`config.mk`:
```
export PLATFORM = sky130hd
export DESIGN_NAME = saber_unit_sequencer
export DESIGN_NICKNAME = d
export VERILOG_FILES = /design/src/rtl/saber_seq_pkg.sv /design/src/rtl/saber_addr_xlate.sv /design/src/rtl/saber_unit_sequencer.sv
export SDC_FILE = /design/constraint.sdc
export NUM_CORES = 1
export LEC_CHECK = 0
export ABC_AREA = 1
export BUFFER_PORTS_ARGS = -buffer_cell sky130_fd_sc_hd__buf_4
export CORE_AREA = 2 2 185 187
export DETAILED_ROUTE_END_ITERATION = 12
export DIE_AREA = 0 0 187 189
export PLACE_DENSITY = 0.42
export SLEW_MARGIN = 0
export SYNTH_ARGS = -nofsm -noshare
export SYNTH_HDL_FRONTEND = slang
export SYNTH_HIERARCHICAL = 1
export SYNTH_SLANG_ARGS = --single-unit
```
`constraint.sdc`:
```
create_clock -name clk -period 3.03 [get_ports clk]
set_clock_uncertainty 0.05 [all_clocks]
set_input_delay 0.1515 -clock clk [delete_from_list [all_inputs] [get_ports clk]]
set_output_delay 0.1515 -clock clk [all_outputs]
set_load 0.01 [all_outputs]
```
`src/rtl/saber_seq_pkg.sv`:
```
// Shared definitions for the Saber unit sequencer: FSM encoding, unit indices, default widths.
package saber_seq_pkg;

   localparam int unsigned SEQ_ADDR_W = 9;
   localparam int unsigned SEQ_DATA_W = 64;
   localparam int unsigned CYC_W      = 16;

   typedef enum logic [1:0] {
      ST_IDLE = 2'd0,
      ST_LOAD = 2'd1,
      ST_RUN  = 2'd2,
      ST_FIN  = 2'd3
   } seq_state_t;

   // Slot assignment of the functional units in the unit bank
   localparam logic [2:0] UNIT_ADD_M_PACK = 3'd0;
   localparam logic [2:0] UNIT_POLY_MUL   = 3'd1;
   localparam logic [2:0] UNIT_SHA3       = 3'd2;
   localparam logic [2:0] UNIT_VERIFY     = 3'd3;

endpackage

```
`src/rtl/saber_addr_xlate.sv`:
```
// Rebases a unit-local address onto one of two BRAM bases; the sum wraps at 2^ADDR_W.
module saber_addr_xlate
   import saber_seq_pkg::*;
#(
   parameter int unsigned ADDR_W = SEQ_ADDR_W
) (
   input  logic              sel,
   input  logic [ADDR_W-1:0] base0,
   input  logic [ADDR_W-1:0] base1,
   input  logic [ADDR_W-1:0] offset,
   output logic [ADDR_W-1:0] addr
);

   assign addr = (sel ? base1 : base0) + offset;

endmodule

```
`src/rtl/saber_unit_sequencer.sv`:
```
// Launches one Saber functional unit per command, shares the BRAM ports with it,
// and reports completion with a RUN cycle count or a timeout/bad-index error.
module saber_unit_sequencer
   import saber_seq_pkg::*;
#(
   parameter int unsigned NUM_UNITS   = 4,
   parameter int unsigned ADDR_W      = SEQ_ADDR_W,
   parameter int unsigned DATA_W      = SEQ_DATA_W,
   parameter int unsigned TIMEOUT_CYC = 4096
) (
   input  logic                        clk,
   input  logic                        rst,
   input  logic                        cmd_valid,
   output logic                        cmd_ready,
   input  logic [2:0]                  cmd_unit,
   input  logic [ADDR_W-1:0]           cmd_rd_base0,
   input  logic [ADDR_W-1:0]           cmd_rd_base1,
   input  logic [ADDR_W-1:0]           cmd_wr_base,
   output logic                        cmd_done,
   output logic                        cmd_err,
   output logic [CYC_W-1:0]            cmd_cycles,
   output logic                        busy,
   output logic [NUM_UNITS-1:0]        unit_rst,
   input  logic [NUM_UNITS-1:0]        unit_done,
   input  logic [NUM_UNITS-1:0]        unit_rd_base_sel,
   input  logic [NUM_UNITS*ADDR_W-1:0] unit_rd_addr,
   input  logic [NUM_UNITS*ADDR_W-1:0] unit_wr_addr,
   input  logic [NUM_UNITS*DATA_W-1:0] unit_wr_data,
   input  logic [NUM_UNITS-1:0]        unit_wr_en,
   output logic [ADDR_W-1:0]           mem_rd_addr,
   output logic [ADDR_W-1:0]           mem_wr_addr,
   output logic [DATA_W-1:0]           mem_wr_data,
   output logic                        mem_wr_en
);

   seq_state_t        state;
   logic [2:0]        sel_q;
   logic              bad_q;
   logic [ADDR_W-1:0] rd_base0_q;
   logic [ADDR_W-1:0] rd_base1_q;
   logic [ADDR_W-1:0] wr_base_q;
   logic [CYC_W-1:0]  cnt;
   logic [CYC_W-1:0]  cnt_next;

   logic              sel_done;
   logic              sel_rd_base_sel;
   logic [ADDR_W-1:0] sel_rd_addr;
   logic [ADDR_W-1:0] sel_wr_addr;
   logic [DATA_W-1:0] sel_wr_data;
   logic              sel_wr_en;

   // Port mux for the selected unit; an out-of-range index selects nothing
   always_comb begin
      sel_done        = 1'b0;
      sel_rd_base_sel = 1'b0;
      sel_rd_addr     = '0;
      sel_wr_addr     = '0;
      sel_wr_data     = '0;
      sel_wr_en       = 1'b0;
      for (int unsigned i = 0; i < NUM_UNITS; i++) begin
         if (sel_q == 3'(i)) begin
            sel_done        = unit_done[i];
            sel_rd_base_sel = unit_rd_base_sel[i];
            sel_rd_addr     = unit_rd_addr[i*ADDR_W +: ADDR_W];
            sel_wr_addr     = unit_wr_addr[i*ADDR_W +: ADDR_W];
            sel_wr_data     = unit_wr_data[i*DATA_W +: DATA_W];
            sel_wr_en       = unit_wr_en[i];
         end
      end
   end

   saber_addr_xlate #(.ADDR_W(ADDR_W)) u_rd_xlate (
      .sel    (sel_rd_base_sel),
      .base0  (rd_base0_q),
      .base1  (rd_base1_q),
      .offset (sel_rd_addr),
      .addr   (mem_rd_addr)
   );

   saber_addr_xlate #(.ADDR_W(ADDR_W)) u_wr_xlate (
      .sel    (1'b0),
      .base0  (wr_base_q),
      .base1  (wr_base_q),
      .offset (sel_wr_addr),
      .addr   (mem_wr_addr)
   );

   // Combinational path keeps the unit's own one-cycle BRAM read latency
   assign mem_wr_data = sel_wr_data;
   assign mem_wr_en   = (state == ST_RUN) && sel_wr_en;
   assign cnt_next    = cnt + CYC_W'(1);

   always_ff @(posedge clk) begin
      if (rst) begin
         state      <= ST_IDLE;
         cmd_ready  <= 1'b1;
         busy       <= 1'b0;
         cmd_done   <= 1'b0;
         cmd_err    <= 1'b0;
         cmd_cycles <= '0;
         unit_rst   <= '1;
         cnt        <= '0;
         sel_q      <= '0;
         bad_q      <= 1'b0;
         rd_base0_q <= '0;
         rd_base1_q <= '0;
         wr_base_q  <= '0;
      end else begin
         cmd_done <= 1'b0;
         case (state)
            ST_IDLE: begin
               if (cmd_valid) begin
                  sel_q      <= cmd_unit;
                  bad_q      <= 32'(cmd_unit) >= NUM_UNITS;
                  rd_base0_q <= cmd_rd_base0;
                  rd_base1_q <= cmd_rd_base1;
                  wr_base_q  <= cmd_wr_base;
                  cmd_ready  <= 1'b0;
                  busy       <= 1'b1;
                  state      <= ST_LOAD;
               end
            end
            ST_LOAD: begin
               cnt <= '0;
               if (bad_q) begin
                  cmd_done   <= 1'b1;
                  cmd_err    <= 1'b1;
                  cmd_cycles <= '0;
                  state      <= ST_FIN;
               end else begin
                  unit_rst <= ~(NUM_UNITS'(1) << sel_q);
                  state    <= ST_RUN;
               end
            end
            ST_RUN: begin
               cnt <= cnt_next;
               // Done takes priority over a coincident timeout
               if (sel_done || (cnt_next == CYC_W'(TIMEOUT_CYC))) begin
                  cmd_done   <= 1'b1;
                  cmd_err    <= ~sel_done;
                  cmd_cycles <= cnt_next;
                  unit_rst   <= '1;
                  state      <= ST_FIN;
               end
            end
            ST_FIN: begin
               cmd_ready <= 1'b1;
               busy      <= 1'b0;
               state     <= ST_IDLE;
            end
            default: state <= ST_IDLE;
         endcase
      end
   end

endmodule

```
; ---- Word level (Yosys, flattened, before mapping)
; Index checks and enable logic that the tools add are counted.
[op_classes]
addsub = 3
eq_ne = 11
shift = 1
reduce_logical = 11
order_cmp = 1
bitwise = 2
mux = 46
div_mod_pow = 0
mul = 0
[op_table]
columns = cell, count
row1 = two-way mux 64 bit, 4
row2 = two-way mux 9 bit, 9
row3 = case mux 16 bit (2 select lines), 2
row4 = two-way mux 16 bit, 2
row5 = two-way mux 1 bit, 19
row6 = adder 9 bit, 2
row7 = "adder 16 x 1 -> 16 bit, second input constant", 1
row8 = "equality test 16 x 13 -> 1 bit, second input constant", 1
row9 = two-way mux 4 bit, 2
row10 = case mux 1 bit (2 select lines), 4
row11 = case mux 2 bit (4 select lines), 1
row12 = case mux 4 bit (2 select lines), 1
row13 = "equality test 3 x 2 -> 1 bit, second input constant", 2
row14 = "!= test 2 bit, second input constant", 3
row15 = AND reduction 2 bit, 3
row16 = AND reduction 3 bit, 2
row17 = "equality test 2 bit, second input constant", 2
row18 = two-way mux 2 bit, 2
row19 = inverter 4 bit, 1
row20 = nonzero test 2 bit, 2
row21 = "<< shifter 1 x 3 -> 4 bit, first input constant", 1
row22 = "equality test 3 x 1 -> 1 bit, second input constant", 1
row23 = "greater-or-equal comparator 3 bit, second input constant", 1
row24 = logical NOT 3 bit, 1
row25 = 6 further kinds, 6
[totals]
mem_count = 0
romBits = 0
reg_bits = 73
out_inout_bits = 107
latchBits = 0
ram_bits = 0

; ---- Longest topological paths before layout
; Gate-level depths: netlist of run 1.
[logic_depth]
ltp_word = 8
mapped_depth = 18
mapped_depth_nobuf = 16

; ---- Modules after synthesis
; The synthesis of run 1 kept the hierarchy.
[modules_own_cells]
columns = mod, cells_each, n_inst, area_per_inst_um2, seq_area_each_um2
row1 = saber_unit_sequencer, 964, 1, 5330.1, 1461.4
row2 = saber_addr_xlate, 106, 2, 534.3, 0.0

; ---- Worst setup path after synthesis of run 1
; OpenSTA, ideal clock, no wires.
[synth_path]
path_kind = register -> output
start = reg sel_q[0]
end = out mem_rd_addr[8]
slack_ns = 0.247
arrival_time_ns = 2.582
path_stages_with_launch = 18
required_time_ns = 2.829
path_cell_list = dfxtp_1 inv_1 nand2_1 nor2_1 clkbuf_1 buf_1 nand2_1 nand4_1 inv_2 nand2_1 nand2_1 ha_1 fa_1 nand2_1 nand2_1 nand3_1 nand3_1 nand2_1
[synth_between]
elab_chain_cells = 7
elab_cells_between_ends = 14
[synth_lines]
columns = item, line
row1 = start: declaration, saber_unit_sequencer.sv:37  ; logic [2:0] sel_q;
row2 = start signal: assignment, saber_unit_sequencer.sv:113  ; sel_q <= cmd_unit;
row3 = logical NOT 3 bit, saber_unit_sequencer.sv:61  ; if (sel_q == 3'(i)) begin
row4 = two-way mux 1 bit (3 in a row), saber_unit_sequencer.sv:61
row5 = two-way mux 1 bit (*), saber_unit_sequencer.sv:61
row6 = via sel_rd_base_sel, saber_unit_sequencer.sv:46  ; logic sel_rd_base_sel;
row7 = two-way mux 9 bit (*), saber_addr_xlate.sv:14  ; assign addr = (sel ? base1 : base0) + offset;
row8 = adder 9 bit (*), saber_addr_xlate.sv:14
row9 = end: declaration, saber_unit_sequencer.sv:30  ; output logic [ADDR_W-1:0] mem_rd_addr,
; Mark *: on every way through the listed nets, which the timed path passes. The rest lies on a longest branch.

; ---- Worst setup path in the final report of run 1
[layout_path]
start = reg sel_q[2]
end = out mem_wr_addr[8]
[layout_between]
elab_chain_cells = 6
elab_cells_between_ends = 9
[layout_lines]
columns = item, line
row1 = logical NOT 3 bit, saber_unit_sequencer.sv:61
row2 = two-way mux 9 bit (3 in a row), saber_unit_sequencer.sv:61
row3 = two-way mux 9 bit (*), saber_unit_sequencer.sv:61
row4 = via sel_wr_addr[0], saber_unit_sequencer.sv:48  ; logic [ADDR_W-1:0] sel_wr_addr;
row5 = adder 9 bit (*), saber_addr_xlate.sv:14
row6 = end: declaration, saber_unit_sequencer.sv:31  ; output logic [ADDR_W-1:0] mem_wr_addr,
; Marks and branches as above.

==> results.sh, run 1 <==
export IMPL_status="finished clean"
export IMPL_layout_common_cells="563 x nand2_1, 498 x buf_4, 109 x nand4_1"
export IMPL_max_freq_ghz=0.359
export IMPL_worst_slew_pin_transition_ns=0.703
export IMPL_grt_use_total=0.214
export IMPL_clock_path_buffers=2
export IMPL_final_common_cell="nand2_1"
export IMPL_synth_area_leader_cell="nand2_1"
export IMPL_syn_area_mm2=0.00640
export IMPL_drive_above_1_share=0.329
export IMPL_rsz0062_at_grt="true"
export IMPL_startpoint="sel_q[2]$_SDFFE_PP0P_"
export IMPL_io_buffer_count=479
export IMPL_grt_max_degree=56
export IMPL_drv_cap=0
export IMPL_drt_antenna_violating_nets=0
export IMPL_fin_area_mm2=0.0109
export IMPL_cts_inserted_buffers=9
export IMPL_start_kind="register"
export IMPL_path_clk_slew_ns=0.06
export IMPL_swShare=0.486
export IMPL_synth_top_cell_area_share=0.331
export IMPL_drc=0
export IMPL_fin_crit_ns=2.79
export IMPL_grt_pass1_vias=8921
export IMPL_critPathKind="reg -> out"
export IMPL_fp_dieH_um=189
export IMPL_start_util=0.192
export IMPL_viasPerCell=4.39
export IMPL_drv_slew=0
export IMPL_min_path_type="in -> reg"
export IMPL_irDropWorstVdd_mv=0.305
export IMPL_crit_required_ns=2.83
export IMPL_critPathCaptureType="output port"
export IMPL_worstHoldStart="cmd_rd_base0[7]"
export IMPL_power_switching_w=0.00425
export IMPL_clock_sinks=73
export IMPL_drtIter0Drc=391
export IMPL_post_drt_wl_per_cell_um=18.6
export IMPL_setup_viol_count_final=0
export IMPL_ys_seq_area_frac=0.228
export IMPL_cts_root_buf="clkbuf_16"
export IMPL_routed_wl_um=38900
export IMPL_ys_types=32
export IMPL_grt_first_pass_wirelength_um=56500
export IMPL_synthCells=1176
export IMPL_cts_tree="done"
export IMPL_p_int_w=0.00449
export IMPL_yosysWarnings=6
export IMPL_num_vias=9198
export IMPL_clockPowerShare=0.126
export IMPL_p_leak_nw=5.48
export IMPL_yosys_top_cells_area="nand2_1 33%, dfxtp_1 23%, nand4_1 11%"
export IMPL_nets=2028
export IMPL_clock_latency_ns=0.35
export IMPL_dieWidth_um=187
export IMPL_sequentialPowerShare=0.168
export IMPL_whs_ns=0.0141
export IMPL_die_area_mm2=0.0353
export IMPL_rows=67
export IMPL_hold_viol=0
export IMPL_fin_crit_sh=0.920
export IMPL_p_per_area_mw_per_mm2=802
export IMPL_syn_to_final_growth_pct=70.4
export IMPL_core_mm2=0.0333
export IMPL_tns_ns=0
export IMPL_routabilityCongestion=0.978
export IMPL_htreeDepth=3
export IMPL_overflow=0
export IMPL_antenna_found_initial=18
export IMPL_r2r_start="cnt[1]$_SDFFE_PP0P_"
export IMPL_arrival_ns=2.59
export IMPL_ys_ff_latch=73
export IMPL_syn_area_per_cell_um2=5.44
export IMPL_dp_hpwl_um=32500
export IMPL_worstPathMaxFanout=20
export IMPL_relSlewSlack=0.531
export IMPL_drt_first_pass_iters=4
export IMPL_pin_count=480
export IMPL_detailed_place_area_mm2=0.0105
export IMPL_pwr_share_comb=0.706
## layout make-up
class / count / area (µm²)
Fill cell: 3808 / 22400
Multi-Input combinational cell: 946 / 4360
Timing Repair Buffer: 507 / 3830
Sequential cell: 73 / 1460
Tap cell: 448 / 561
Inverter: 95 / 358
Clock buffer: 10 / 239
Clock inverter: 6 / 65.1
Antenna cell: 11 / 27.5
## kinds of logic (layout without fill, tap and decap cells)
family / Yosys count / in the layout / synth area share
xor+xnor: 7 / 7 / 0.00958
simple gates: 828 / 828 / 0.547
compound gates: 86 / 86 / 0.0698
other cells: 1 / 13 / 0.000586
fa+ha+maj: 23 / 23 / 0.0473
buf+inv: 158 / 618 / 0.0970
flops: 73 / 73 / 0.228
## synthesized netlist by cell type
cell type  number
nand2_1       565
nand3_1        38
or2_1           4
o21bai_1        2
nor3_2          1
nand3b_1        5
inv_2           2
dfxtp_1        73
nor2_1         98
xnor2_1         5
a22oi_1         2
nor2_4          1
a21oi_1        31
xor2_1          2
nand4_1       109
buf_6           3
nand3_4         1
ha_1           21
nand3_2         1
o21ai_1         1
buf_1           5
a221oi_1        1
clkbuf_1       51
a211oi_1        1
nor3_1          1
nor2_2          2
o21ai_0        48
inv_1          93
conb_1          1
nand2_2         2
fa_1            2
buf_2           4
## stage by stage
stage | instances | power (W) | utilization | worst slack, ns
5_1_grt | 2087 | 0.00957 | 0.327 | -0.00134
3_5_place_dp | 2062 | 0.00768 | 0.315 | 0.276
2_1_floorplan | 1177 | 0.00495 | - | 0.247
3_3_place_gp | 2062 | 0.00766 | 0.315 | 0.330
4_1_cts | 2084 | 0.00884 | 0.326 | 0.0619
6_report | 2096 | 0.00874 | 0.328 | 0.242
## critical path: stages, from the launching register on
cell     delay, ns
dfxtp_1       0.36
inv_1         0.07
nand2_2       0.12
nor2_4        0.04
buf_4         0.22
nand2_1       0.09
nand4_1       0.10
ha_1          0.23
fa_1          0.41
nand2_1       0.09
nand2_1       0.09
nand3_1       0.11
nand2_1       0.06
nand2_1       0.06
nand2_1       0.05
buf_4         0.14
## sequential cells by signal, indices dropped and copies added (netlist names)
name        flops
cmd_done        1
cnt            16
cmd_cycles     16
busy            1
bad_q           1
cmd_ready       1
unit_rst        4
rd_base1_q      9
rd_base0_q      9
wr_base_q       9
sel_q           3
cmd_err         1
state           2
## power groups by stage
stage	clock (W)	sequential, W	combinational [W]
floorplan	0	0.00146	0.00349
global placement	0	0.00148	0.00618
detailed placement	0	0.00148	0.00619
CTS	0.00114	0.00147	0.00623
global route	0.00119	0.00151	0.00687
finish	0.00111	0.00146	0.00617
## final timing paths
kind | to | depth (start not counted) | slack, ns
max | mem_wr_addr[8] | 15 | 0.24
min | rd_base0_q[7]$_SDFFE_PP0P_ | 3 | 0.01
max reg2reg | unit_rst[3]$_SDFFE_PP1P_ | 15 | 0.56
min reg2reg | unit_rst[1]$_SDFFE_PP1P_ | 2 | 0.42
## per-layer routing
layer	GRT usage	up-vias	wire (µm)
met5	0	-	87
met4	0.0540	14	904
met3	0.0877	58	3780
met2	0.335	361	16900
met1	0.271	4057	17200
li1	-	4708	-
## timing repair
action                                  CTS  global route
endpoints found under the setup margin    3             5
resized for setup                         0            10
pin swaps                                 1             1
hold endpoints to repair                  8             1
buffers inserted                          1             0
hold buffers                              5             1
No activity file was read; power rests on OpenSTA's default activity.
==> inputs of run 2 (changes only) <==
--- a/config.mk
+++ b/config.mk
@@ -7,12 +7,11 @@
 export LEC_CHECK = 0
 export ABC_AREA = 1
 export BUFFER_PORTS_ARGS = -buffer_cell sky130_fd_sc_hd__buf_4
-export CORE_AREA = 2 2 185 187
+export CORE_AREA = 5 5 185 187
 export DETAILED_ROUTE_END_ITERATION = 12
-export DIE_AREA = 0 0 187 189
-export PLACE_DENSITY = 0.42
+export DIE_AREA = 0 0 190 192
+export PLACE_DENSITY = 0.44
 export SLEW_MARGIN = 0
 export SYNTH_ARGS = -nofsm -noshare
 export SYNTH_HDL_FRONTEND = slang
-export SYNTH_HIERARCHICAL = 1
 export SYNTH_SLANG_ARGS = --single-unit
==> constraint.sdc (replaced) <==
create_clock -name clk -period 2.3 [get_ports clk]
set_clock_uncertainty 0.05 [all_clocks]
set_input_delay 0.115 -clock clk [delete_from_list [all_inputs] [get_ports clk]]
set_output_delay 0.115 -clock clk [all_outputs]
set_load 0.01 [all_outputs]
==> run 2 against run 1 <==
  * The run now ends with setup timing left
  * Hold slack better by 0.0030 ns
  * Non-clock buffer count up 88
  * Synthesized cell count down 11%
  * Cell area up 9.0%
  * Sequential cell count unchanged
  * Global-route usage down 0.99 points
  * Die area up 3.2%
  * Power up 51%
  * Critical path type unchanged
  * Largest power group unchanged
==> results.sh, run 2 <==
export IMPL_syn_to_final_growth_pct=99.2
export IMPL_worst_r2r_cell_count=14
export IMPL_die_area_mm2=0.0365
export IMPL_synthesis_nets=1437
export IMPL_cts_inserted_buffers=9
export IMPL_pwr_share_comb=0.737
export IMPL_grt_max_degree=66
export IMPL_grt_pass1_vias=8950
export IMPL_dp_hpwl_um=33300
export IMPL_endpoint="mem_rd_addr[8]"
export IMPL_critPathCaptureType="output port"
export IMPL_wl_met1_um=18300
export IMPL_yosysWarnings=0
export IMPL_r2r_start="sel_q[0]$_SDFFE_PP0P_"
export IMPL_routed_wl_um=41700
export IMPL_antenna_found_initial=20
export IMPL_yosysMostFrequentCell="nand2_1"
export IMPL_drt_antenna_violating_nets=0
export IMPL_async_reset_ff_frac=0
export IMPL_dieWidth_um=190
export IMPL_swShare=0.453
export IMPL_ys_ff_latch=73
export IMPL_viasPerCell=4.42
export IMPL_fp_dieH_um=192
export IMPL_grt_first_pass_wirelength_um=56200
export IMPL_fin_crit_ns=3.06
export IMPL_irDropWorstVdd_mv=0.577
export IMPL_start_kind="register"
export IMPL_routabilityCongestion=0.875
export IMPL_rows=66
export IMPL_met3_length_um=4160
export IMPL_post_place_ws_ns=-0.474
export IMPL_p_leak_nw=5.72
export IMPL_clock_path_buffers=2
export IMPL_grt_use_total=0.204
export IMPL_finalWorstSetupSlack_ns=-0.763
export IMPL_critPathKind="reg -> out"
export IMPL_final_common_cell="buf_4"
export IMPL_synth_top_cell_area_share=0.285
export IMPL_failed_checks="setup timing"
export IMPL_clockPowerShare=0.118
export IMPL_ys_seq_area_frac=0.245
export IMPL_syn_area_mm2=0.00596
export IMPL_nets=1984
export IMPL_clock_latency_ns=0.34
export IMPL_ys_top_cells_by_count="452 x nand2_1, 99 x nand4_1, 74 x inv_1"
export IMPL_yosys_top_cells_area="nand2_1 28%, dfxtp_1 25%, nand4_1 10%"
export IMPL_path_clk_slew_ns=0.05
export IMPL_synth_area_leader_cell="nand2_1"
export IMPL_num_vias=9022
export IMPL_drc=0
export IMPL_start_util=0.185
export IMPL_ys_types=27
export IMPL_pin_count=480
export IMPL_sequentialPowerShare=0.145
export IMPL_p_int_w=0.00725
export IMPL_core_mm2=0.0323
export IMPL_synthCells=1041
export IMPL_clock_sinks=73
export IMPL_synth_ff_type="dfxtp_1"
export IMPL_drt_first_pass_iters=4
export IMPL_fill_cells=3591
export IMPL_p_per_area_mw_per_mm2=1110
export IMPL_power_switching_w=0.00599
export IMPL_relSlewSlack=0.557
export IMPL_rsz0062_at_grt="true"
export IMPL_synth_edf_count=0
export IMPL_worst_slew_pin_transition_ns=0.663
export IMPL_regToRegSetupSlack_ns=0.12
export IMPL_io_buffer_count=479
export IMPL_worstPathMaxFanout=5
export IMPL_drtIter0Drc=483
export IMPL_wl_met2_um=18300
export IMPL_arrival_ns=2.90
export IMPL_drv_cap=0
export IMPL_syn_area_per_cell_um2=5.73
export IMPL_drv_slew=0
export IMPL_layout_common_cells="543 x buf_4, 443 x nand2_1, 99 x nand4_1"
export IMPL_top_layer_used="met5"
export IMPL_timing_rr_end="cmd_cycles[14]$_SDFFE_PP0P_"
export IMPL_post_drt_wl_per_cell_um=20.4
export IMPL_whs_ns=0.0171
export IMPL_cts_tree="done"
export IMPL_overflow=0
export IMPL_setup_viol_count_final=16
export IMPL_crit_required_ns=2.13
export IMPL_htreeDepth=3
export IMPL_min_path_type="in -> reg"
export IMPL_drive_above_1_share=0.423
export IMPL_fin_crit_sh=1.33
export IMPL_startpoint="sel_q[2]$_SDFFE_PP0P_"
export IMPL_status="finished, violations left"
export IMPL_cts_root_buf="clkbuf_16"
export IMPL_hold_viol=0
export IMPL_max_freq_ghz=0.326
export IMPL_reg_top3="cmd_cycles (16), cnt (16)"
==> run 2: cells by family (layout without fill, tap and decap cells) <==
family | Yosys count | after routing | synth area share
AOI/OAI and AO/OA | 123 | 123 | 0.111
and+or+nand+nor | 669 | 672 | 0.481
other | 0 | 8 | 0
buffers and inverters | 136 | 685 | 0.0877
DFF | 73 | 73 | 0.245
adders and majority gates | 23 | 23 | 0.0508
xor gates and xnor gates | 17 | 17 | 0.0250
==> run 2: layout make-up <==
| type | instances | area (µm²) | share of cell area |
|---|---|---|---|
| Antenna cell | 8 | 20.0 | 0.00169 |
| Inverter | 74 | 283 | 0.0238 |
| Tap cell | 442 | 553 | 0.0466 |
| Multi-Input combinational cell | 835 | 4410 | 0.371 |
| Timing Repair Buffer | 595 | 4810 | 0.405 |
| Sequential cell | 73 | 1470 | 0.124 |
| Clock buffer | 11 | 253 | 0.0213 |
| Clock inverter | 5 | 76.3 | 0.00643 |
==> run 2: power by group through the flow <==
stage	clock network, W	logic [W]	registers [W]
floorplan	0	0.00439	0.00192
global placement	0	0.00843	0.00192
detailed placement	0	0.00849	0.00192
CTS	0.00161	0.00915	0.00191
global route	0.00167	0.0107	0.00197
finish	0.00156	0.00976	0.00192
==> run 2: how the worst min path moves through the flow <==
stage	startpoint	endpoint	slack [ns]	depth (start not counted)
2_1_floorplan	rst	sel_q[2]$_SDFFE_PP0P_	0.12	1
3_3_place_gp	rst	sel_q[2]$_SDFFE_PP0P_	0.28	2
3_5_place_dp	rst	sel_q[2]$_SDFFE_PP0P_	0.29	2
4_1_cts	cmd_rd_base1[8]	rd_base1_q[8]$_SDFFE_PP0P_	0.008	3
5_1_grt	cmd_rd_base1[8]	rd_base1_q[8]$_SDFFE_PP0P_	0.01	3
6_report	cmd_rd_base1[8]	rd_base1_q[8]$_SDFFE_PP0P_	0.02	3
==> run 2: what timing repair did <==
action,in CTS,in global routing
resized for setup,47,60
hold buffers,17,0
setup endpoints to repair,104,68
hold endpoints to repair,20,0
gates cloned,2,7
pin swaps,25,39
buffers inserted,18,18
==> run 2: worst max-delay path, cell delays in order (launching register included) <==
cell and delay [ns]:
dfxtp_4 0.35, buf_6 0.13, nor3_4 0.20, nand2_1 0.07, nand4_1 0.16, buf_6 0.16, o21ai_4 0.06, ha_4 0.16
fa_2 0.35, nand3_2 0.09, nand3_2 0.08, a21oi_2 0.15, o21bai_1 0.10, nand2_1 0.07, nand2_1 0.06, a21oi_2 0.12
xor2_1 0.14, buf_4 0.14
==> run 2: through the flow <==
stage               cells  cell area [µm²]  TNS, ns  utilization  power [W]
floorplan            1041             6090    -1.81            -    0.00631
global placement     1968            10500    -8.81        0.325     0.0103
detailed placement   1968            10500    -9.99        0.325     0.0104
CTS                  2019            11400    -8.05        0.352     0.0127
global route         2036            11900   -10.46        0.367     0.0143
finish               2043            11900    -7.36        0.368     0.0132
==> run 2: layer usage <==
layer,global-route usage,vias to the layer above
met5,0,-
met4,0.0320,26
met3,0.0969,57
met2,0.318,320
met1,0.262,4109
li1,-,4510
==> inputs of run 3 (changes only) <==
--- a/config.mk
+++ b/config.mk
@@ -10,7 +10,7 @@
 export CORE_AREA = 5 5 185 187
 export DETAILED_ROUTE_END_ITERATION = 12
 export DIE_AREA = 0 0 190 192
-export PLACE_DENSITY = 0.44
+export PLACE_DENSITY = 0.47
 export SLEW_MARGIN = 0
 export SYNTH_ARGS = -nofsm -noshare
 export SYNTH_HDL_FRONTEND = slang
==> run 3 against run 2 <==
  * The flow still finishes with violations (setup timing)
  * Maximum frequency decreased by 1.7%
  * Critical path depth stayed put
  * Non-clock buffer count up 30
  * Cell count grew 1.3%
  * Utilization rose by 3.0 points
  * Clock power about the same
  * Highest routed layer unchanged
==> results.sh, run 3 (synthesized netlist as in run 2, its figures left out) <==
export IMPL_failed_checks="setup timing"
export IMPL_finalWorstSetupSlack_ns=-0.815
export IMPL_path_clk_slew_ns=0.05
export IMPL_rsz0062_at_grt="true"
export IMPL_drc=0
export IMPL_crit_required_ns=2.13
export IMPL_r2r_start="sel_q[2]$_SDFFE_PP0P_"
export IMPL_relSlewSlack=0.602
export IMPL_timing_rr_end="unit_rst[0]$_SDFFE_PP1P_"
export IMPL_io_buffer_count=479
export IMPL_worstPathMaxFanout=6
export IMPL_critPathKind="reg -> out"
export IMPL_cp_top_family="simple AND/OR/NAND/NOR gates"
export IMPL_cts_inserted_buffers=9
export IMPL_die_area_mm2=0.0365
export IMPL_clock_sinks=73
export IMPL_core_mm2=0.0323
export IMPL_grt_pass1_vias=8983
export IMPL_worst_slew_pin_transition_ns=0.596
export IMPL_cts_tree="done"
export IMPL_holdPathStages=3
export IMPL_reg_top3="cmd_cycles (16), cnt (16)"
export IMPL_drt_first_pass_iters=5
export IMPL_crit_path_cell_trace="buf_12, nor3_4, nand2_1, nand4_1, buf_12, o21ai_4, ha_4, fa_2, nand3_2, nand3_2, a21oi_2, o21bai_1, nand2_1, nand2_1, a21oi_2, xor2_1, buf_4"
export IMPL_arrival_ns=2.95
export IMPL_setup_viol_count_final=69
export IMPL_rows=66
export IMPL_critPathSlowestCell="dfxtp_4"
export IMPL_pin_count=480
export IMPL_startpoint="sel_q[2]$_SDFFE_PP0P_"
export IMPL_drt_antenna_violating_nets=0
export IMPL_endpoint="mem_rd_addr[8]"
export IMPL_regToRegSetupSlack_ns=-0.01
export IMPL_htreeDepth=3
export IMPL_status="finished, violations left"
export IMPL_viasPerCell=4.54
export IMPL_dieWidth_um=190
export IMPL_drv_slew=0
export IMPL_min_path_type="in -> reg"
export IMPL_final_common_cell="buf_4"
export IMPL_syn_to_final_growth_pct=115
export IMPL_fp_dieH_um=192
export IMPL_num_vias=9394
export IMPL_grt_use_total=0.213
export IMPL_max_freq_ghz=0.321
export IMPL_cp_num_buf_inv=3
export IMPL_drtIter0Drc=484
export IMPL_p_per_area_mw_per_mm2=1100
export IMPL_nets=2013
export IMPL_hold_viol=0
export IMPL_p_leak_nw=6.22
export IMPL_tns_ns=-26.61
export IMPL_clock_latency_ns=0.34
export IMPL_routed_wl_um=45000
export IMPL_post_drt_wl_per_cell_um=21.7
export IMPL_cts_root_buf="clkbuf_16"
export IMPL_grt_max_degree=59
export IMPL_fill_cells=3532
export IMPL_routabilityCongestion=0.887
export IMPL_dp_hpwl_um=34300
export IMPL_drv_cap=0
export IMPL_clock_path_buffers=2
export IMPL_antenna_found_initial=19
export IMPL_path_common_cell="nand2_1"
export IMPL_drive_above_1_share=0.491
export IMPL_critPathMaxStageDelay_ns=0.36
export IMPL_fin_crit_sh=1.35
export IMPL_start_util=0.185
export IMPL_utilization=0.398
export IMPL_fin_crit_ns=3.12
export IMPL_layout_common_cells="545 x buf_4, 366 x nand2_1, 99 x nand4_1"
export IMPL_irDropWorstVdd_mv=0.588
export IMPL_cp_depth=17
export IMPL_worst_r2r_cell_count=16
export IMPL_grt_first_pass_wirelength_um=58600
export IMPL_overflow=0
export IMPL_critPathCaptureType="output port"
export IMPL_start_kind="register"
==> run 3: cell count changes in the layout (fill, tap and decap cells not counted), moves of 7 or more <==
cell,previous run,this run
nand2_1,443,366
buf_6,19,26
nand2_4,1,25
buf_12,6,15
nand2_2,10,63
==> run 3: layout make-up <==
cell class	instances	area, µm²	area share
timing repair buffer	625	5430	0.423
multi-input combinational	834	4750	0.370
sequential	73	1480	0.115
tap	442	553	0.0431
inverter	74	285	0.0222
clock buffer	12	246	0.0192
clock inverter	4	76.3	0.00594
antenna	6	15.0	0.00117
==> run 3: worst min-delay path, stage by stage <==
cell     delay (ns)
buf_4          0.07
o21ai_0        0.07
nor2_1         0.08
==> run 3: worst min-delay path by stage <==
stage                         start                    endpoint  slack, ns
floorplan                       rst       sel_q[2]$_SDFFE_PP0P_       0.12
global placement                rst       state[1]$_SDFFE_PP0P_       0.29
detailed placement              rst          bad_q$_SDFFE_PP0P_       0.29
CTS                  cmd_wr_base[7]   wr_base_q[7]$_SDFFE_PP0P_      0.002
global route        cmd_rd_base1[3]  rd_base1_q[3]$_SDFFE_PP0P_       0.03
finish               cmd_wr_base[7]   wr_base_q[7]$_SDFFE_PP0P_      0.001
==> run 3: timing repair <==
item	4_1_cts	5_1_grt
setup buffers	18	39
hold endpoints to repair	16	0
pin swaps	10	86
endpoints found under the setup margin	101	99
hold buffers	12	0
gates resized for setup	70	207
cloned	7	14
==> run 3: routing by layer <==
metal / global-route usage / up-vias / share of wire
met2: 0.343 / 350 / 0.46
met1: 0.272 / 4363 / 0.43
met4: 0.0267 / 22 / 0.016
li1: - / 4592 / -
met5: 0 / - / 0.0032
met3: 0.0954 / 67 / 0.097
==> run 3: report_power, final <==
part / switching [W] / total, W / internal (W)
registers: 0.000287 / 0.00194 / 0.00166
clock network: 0.000563 / 0.00155 / 0.000983
logic: 0.00551 / 0.0106 / 0.00511
==> run 3: per-stage QoR <==
step                      total power [W]  setup slack [ns]  hold slack [ns]  instance area (µm²)  std cells
after floorplan                   0.00631            -0.419            0.124                 6090       1041
after global placement             0.0103            -0.418            0.286                10500       1966
after detailed placement           0.0104            -0.471            0.288                10500       1966
after CTS                          0.0126            -0.803          0.00151                11500       2017
after global routing               0.0152             -1.00           0.0250                12800       2064
final                              0.0141            -0.815          0.00110                12800       2070
